[config.mk]
export PLATFORM = sky130hd
export DESIGN_NAME = tinker_fetch
export DESIGN_NICKNAME = d
export VERILOG_FILES = /design/src/rtl/tinker_fetch.sv
export SDC_FILE = /design/constraint.sdc
export NUM_CORES = 1
export LEC_CHECK = 0
export ABC_AREA = 1
export ABC_CLOCK_PERIOD_IN_PS = 6700
export BUFFER_PORTS_ARGS = -buffer_cell sky130_fd_sc_hd__buf_2
export CAP_MARGIN = 25
export CORE_ASPECT_RATIO = 2
export CORE_UTILIZATION = 58
export DETAILED_ROUTE_END_ITERATION = 8
export PLACE_DENSITY = 0.79
export SKIP_CTS_REPAIR_TIMING = 1
export SKIP_LAST_GASP = 1
export SYNTH_ARGS = -nofsm -noshare
export SYNTH_HDL_FRONTEND = slang
export SYNTH_SLANG_ARGS = --single-unit
[constraint.sdc]
create_clock -name clk -period 6.7 [get_ports clk]
set_input_delay 0.67 -clock clk [delete_from_list [all_inputs] [get_ports clk]]
set_output_delay 0.67 -clock clk [all_outputs]
set_load 0.05 [all_outputs]
[src/rtl/tinker_fetch.sv]
// tinker_fetch: instruction-fetch stage with a prefetch FIFO, redirect/epoch squash, halt and fault handling.
// Define TINKER_FETCH_PERF_EN to add the perf_fetched / perf_squashed saturating counters.
module tinker_fetch #(
   parameter logic [63:0] RESET_PC    = 64'h0000_0000_0000_2000,
   parameter int          DEPTH       = 4,
   parameter logic [4:0]  HALT_OPCODE = 5'h0F
) (
   input  logic        clk,
   input  logic        reset,
   output logic        mem_rd_en,
   output logic [63:0] mem_rd_addr,
   input  logic [31:0] mem_rd_data,
   input  logic        redirect_valid,
   input  logic [63:0] redirect_pc,
   input  logic        id_ready,
   output logic        if_valid,
   output logic [31:0] if_instr,
   output logic [63:0] if_pc,
   output logic        halted,
   output logic        fetch_fault
`ifdef TINKER_FETCH_PERF_EN
   ,
   output logic [31:0] perf_fetched,
   output logic [31:0] perf_squashed
`endif
);

   localparam int                 PTR_W   = $clog2(DEPTH);
   localparam int                 CNT_W   = PTR_W + 1;
   localparam logic [CNT_W:0]     DEPTH_C = (CNT_W + 1)'(DEPTH);

   logic [63:0]      fetch_pc;
   logic             epoch;
   logic             vld_p1;
   logic             epoch_p1;
   logic [63:0]      pc_p1;
   logic [31:0]      instr_q [DEPTH];
   logic [63:0]      pc_q    [DEPTH];
   logic [PTR_W-1:0] rd_ptr;
   logic [PTR_W-1:0] wr_ptr;
   logic [CNT_W-1:0] count;
   logic [CNT_W:0]   occupancy;
   logic             resp_live;
   logic             enq;
   logic             deq;
   logic             is_halt;

   // Slots already holding data plus the one reserved by a read in flight.
   assign occupancy   = {1'b0, count} + {{CNT_W{1'b0}}, vld_p1};
   assign mem_rd_en   = reset && !halted && !fetch_fault && !redirect_valid && (occupancy < DEPTH_C);
   assign mem_rd_addr = fetch_pc;

   assign resp_live = vld_p1 && (epoch_p1 == epoch);
   assign enq       = resp_live && !redirect_valid;
   assign deq       = if_valid && id_ready && !redirect_valid;
   assign is_halt   = (mem_rd_data[31:27] == HALT_OPCODE) && (mem_rd_data[11:0] == 12'h000);

   assign if_valid = (count != '0);
   assign if_instr = if_valid ? instr_q[rd_ptr] : 32'h0;
   assign if_pc    = if_valid ? pc_q[rd_ptr]    : 64'h0;

   // p0 -> p1: issue a read, response arrives one cycle later
   always_ff @(posedge clk or negedge reset) begin
      if (!reset) begin
         fetch_pc    <= RESET_PC;
         epoch       <= 1'b0;
         vld_p1      <= 1'b0;
         epoch_p1    <= 1'b0;
         rd_ptr      <= '0;
         wr_ptr      <= '0;
         count       <= '0;
         halted      <= 1'b0;
         fetch_fault <= 1'b0;
      end else if (redirect_valid) begin
         fetch_pc    <= redirect_pc;
         epoch       <= ~epoch;
         vld_p1      <= 1'b0;
         rd_ptr      <= '0;
         wr_ptr      <= '0;
         count       <= '0;
         halted      <= 1'b0;
         fetch_fault <= (redirect_pc[1:0] != 2'b00);
      end else begin
         vld_p1   <= mem_rd_en;
         epoch_p1 <= epoch;
         if (mem_rd_en)
            fetch_pc <= fetch_pc + 64'd4;
         if (enq)
            wr_ptr <= wr_ptr + PTR_W'(1);
         if (deq)
            rd_ptr <= rd_ptr + PTR_W'(1);
         if (enq && !deq)
            count <= count + CNT_W'(1);
         else if (deq && !enq)
            count <= count - CNT_W'(1);
         // Flipping the epoch on halt squashes the read issued alongside the halt word.
         if (enq && is_halt) begin
            halted <= 1'b1;
            epoch  <= ~epoch;
         end
      end
   end

   // p1 -> FIFO: capture the response word with the pc it was fetched from
   always_ff @(posedge clk) begin
      if (mem_rd_en)
         pc_p1 <= fetch_pc;
      if (enq) begin
         instr_q[wr_ptr] <= mem_rd_data;
         pc_q[wr_ptr]    <= pc_p1;
      end
   end

`ifdef TINKER_FETCH_PERF_EN
   function automatic logic [31:0] sat_add(input logic [31:0] a, input logic [31:0] b);
      logic [32:0] s;
      s = {1'b0, a} + {1'b0, b};
      return s[32] ? 32'hFFFF_FFFF : s[31:0];
   endfunction

   logic [31:0] squash_now;

   always_comb begin
      squash_now = 32'h0;
      if (redirect_valid)
         squash_now = 32'(count) + 32'(vld_p1);
      else if (vld_p1 && !resp_live)
         squash_now = 32'd1;
   end

   always_ff @(posedge clk or negedge reset) begin
      if (!reset) begin
         perf_fetched  <= 32'h0;
         perf_squashed <= 32'h0;
      end else begin
         perf_fetched  <= sat_add(perf_fetched, {31'h0, enq});
         perf_squashed <= sat_add(perf_squashed, squash_now);
      end
   end
`endif

endmodule

==> summary.md <==
In the routed layout, each cell is associated on average with a via count of 5.80. At the worst endpoint, the arrival time is 3.53 ns. For this run, the leading register cell type out of synthesis is edfxtp_1. In this run, CTS created clock tree buffers numbering 43. Entering global routing, the biggest net connects 105 pins. After detailed routing, the number of remaining DRC violations is 0.

The fraction of registers with async set/reset came out at 14.5%. Path type of the worst min-delay path: in -> reg. The share of the core filled with cells is 67.1%.

The first TritonRoute pass finished after 6 iterations. For the total routing resource utilization after global routing, the log shows 31.0%. The worst setup path is of the reg -> out kind.

The required time of the critical path was 6.03 ns; the synthesis-to-finish area growth was 14.2%. The clock tree synthesis step divided the H-tree into 2 levels. The run gives 2823 as the filler-free cell count of the finished design. The logs give 2.50 ns for the worst setup slack after layout and 33 for the distinct cell type count of the synthesized netlist. The logs give 0 for the setup-violating endpoint count in the final report and 90300 um for the global-route wire length before repair. The worst setup path is captured at an output port.

Counting the fill cells in the layout gives 2819. The average routed wire per standard cell came out at 21.4 um. The die covers 39300 um^2.

Counting instances, the worst hold path has a depth of 3. The logs give 1.03 for the global placement routability congestion and 0 ns for the sum of negative setup slack. Final hold violation count: 0. VDD sags by at most 0.000212 V.

In this run the mean area of a mapped cell was 10.7 um^2. The final number of max-transition violations is 0, and the instance count of the mapped netlist is 2092. The post-route netlist has 16.2% of its cells at a drive strength greater than 1.

For this run, the slowest stage of the critical path takes 0.74 ns. Across the run, the number of max-cap violations was 0. With fillers left out, the area of the finished cells amounts to 25500 um^2.

The width of the die was 141 um. By area the synthesized netlist is led by edfxtp_1 (60%), nor2_1 (8.5%), dfrtp_1 (8.4%). For flop-to-flop paths, the worst setup slack is 3.68 ns. The worst path uses 62.6% of the clock period. Including well taps, the total number of placed cells is 2742. Post-layout minimum cycle time: 4.20 ns.

Counting instances in the post-synthesis netlist gives the leading cell types as nor2_1 (502), edfxtp_1 (448), nand2_1 (314). The tools report the end of the worst register-to-register path as mem_rd_addr[56]. After clock tree synthesis, the clock-pin slew on the worst setup and hold paths is 0.08 ns.

Summing all multi-input logic gate instances after layout gives 6120 um^2. In the detailed route, the total length drawn on met2 is 31900 um. In this run the worst path has a maximum fanout of 64.

The worst register-to-register path has a depth of 7. After synthesis, flip-flops and latches occupy 68.9% of the total area. The routed design uses 3510 um of met3 wire.

The floorplan has 101 rows. Once detail routing completed, the nets flagged for antenna violations numbered 0. For this block, the routed nets add up to 60300 um of wire. The highest layer touched by signal routing is met4. Setup repair after global routing left no endpoint under its margin. The count of state elements after synthesis was 524. The detailed router put a total of 20500 um of wire on met1.

The number of nets handed over by synthesis was 2198. TritonCTS built the clock tree. The die height was 279 um. The post-synthesis cell area is 22300 um^2, and the leakage power of the design is 9.72 nW. During placement, the flow inserted port buffers numbering 263. For the worst clock skew, the log shows 0.0184 ns. The cell sitting at the root of the clock tree is a clkbuf_16. The number of antenna violations at the first check in global routing is 0, and the total design power is 9.32 mW. For the pin with the worst max-slew slack, the measured transition is 0.986 ns. The number of nets at the end of the flow is 2432, and the critical path buffer and inverter count is 3.

Clock latency on the worst-skew pair, taken at its later pin, is 0.57 ns. The count of pins on the block boundary was 264. The run gives 0.238 GHz as the maximum operating frequency. Worst slack at placement: 2.93 ns. Once placement finished, the instance area stood at 24100 um^2. In this run the tightest slew margin relative to its limit is 34.2%.

The endpoint of the worst hold path was mem_rd_addr[35]. By instance count, the leading cell after synthesis is nor2_1. Broken down by cell family, the worst path's largest delay share belongs to buffers and inverters. Once detailed placement completed, the half-perimeter wirelength came to 39300 um. The repair_antennas step left the layout with diodes totalling 0. Number of flops mapped to enable cells by yosys: 448. The violation count after the first detailed-routing iteration was 1250.

The tools report the worst flop-to-flop path startpoint as fetch_fault. The initial utilization of the core area, before any placement, comes to 58.8%. The areal power density over the cells came out at 366 nW/um^2. The flow ran to the end, and the final reports show no timing, DRC or antenna violations. The region available for standard cell placement spans 37900 um^2.

Hold is met by 0.322 ns. The number of global-route vias before repair was 16200. Kind of launch point of the worst setup path: a flop. The tools report the start point of the worst min-delay path as redirect_pc[35].

Traced cell by cell, the critical path runs through clkinv_2 -> buf_12 -> nor2_1 -> o21ai_0 -> a21oi_1 -> buf_2. The overflow left after global routing came out at 0. The sequential cells in the finished layout cover a total of 15400 um^2. The yosys synthesis warning count came out at 0. The clock net in this run drives a total of 524 sinks. The proportion of netlist area held by the largest area contributor was 60.4%. The tools report the total number of vias as 16400.

Cell accounting for the most synthesized area: edfxtp_1. The run gives 3 as the maximum count of clock buffers along a single path. On the critical path, the stage with the largest delay is an instance of dfrtp_4.
-- cell usage in the layout, fill, tap and decap left out, types with 20 or more instances in the layout --
cell type,netlist,final
nor2_1,502,498
edfxtp_1,448,448
nand2_1,314,314
buf_2,35,262
o21ai_0,232,232
inv_1,106,106
a21oi_1,99,99
nand3_1,93,93
dfrtp_1,75,73
clkbuf_16,0,44
xor2_1,20,20
-- sequential cells by signal (all words and copies together), names as in the netlist --
name         flops
pc_q           256
instr_q        128
mem_rd_addr     64
pc_p1           64
count            3
rd_ptr           2
wr_ptr           2
epoch            1
epoch_p1         1
fetch_fault      1
halted           1
vld_p1           1
-- cell type report --
cell class                      count  area share [%]
Clock buffer                       57            4.60
Clock inverter                     22           0.723
Inverter                          112            1.68
Multi-Input combinational cell   1358            24.1
Sequential cell                   524            60.4
Tap cell                          463            2.28
Timing Repair Buffer              287            6.32
-- worst min-delay path: cells and delay by family --
| family | cells | cell delay (ns) |
|---|---|---|
| and+or+nand+nor | 2 | 0.11 |
| buffers and inverters | 1 | 0.08 |
-- cell families (layout without fill, tap and decap cells) --
logic type,Yosys count,in the layout,synth area share (%)
adder cells (fa/ha/maj),6,6,0.370
XOR/XNOR,24,24,0.943
buffers and inverters,210,478,3.78
AND/OR/NAND/NOR,950,950,17.2
AO/OA/AOI/OAI,378,378,8.82
flip-flops,524,524,68.9
-- power by group --
part	internal, mW	switching [mW]	total (mW)	leakage [nW]
combinational	0.615	2.38	3.00	4.10
sequential	3.66	0.190	3.85	4.97
clock	1.32	1.15	2.46	0.652
-- worst max-delay path by stage --
stage / slack (ns) / end / cells past startpoint / from
5_1_grt: 2.37 / if_pc[16] / 6 / rd_ptr[1]
3_5_place_dp: 2.93 / if_pc[29] / 7 / rd_ptr[0]
4_1_cts: 2.30 / if_instr[3] / 7 / rd_ptr[0]
6_report: 2.50 / if_pc[16] / 6 / rd_ptr[1]
3_3_place_gp: 2.99 / if_instr[10] / 7 / rd_ptr[0]
2_1_floorplan: 1.05 / instr_q[0][0] / 4 / redirect_valid
-- layer usage --
| layer | up-vias | global-route usage [%] |
|---|---|---|
| met5 | - | 0 |
| met4 | 0 | 22.2 |
| met3 | 186 | 3.64 |
| met2 | 735 | 56.5 |
| met1 | 7850 | 33.0 |
| li1 | 7600 | - |
No activity file was read; power rests on OpenSTA's default activity.
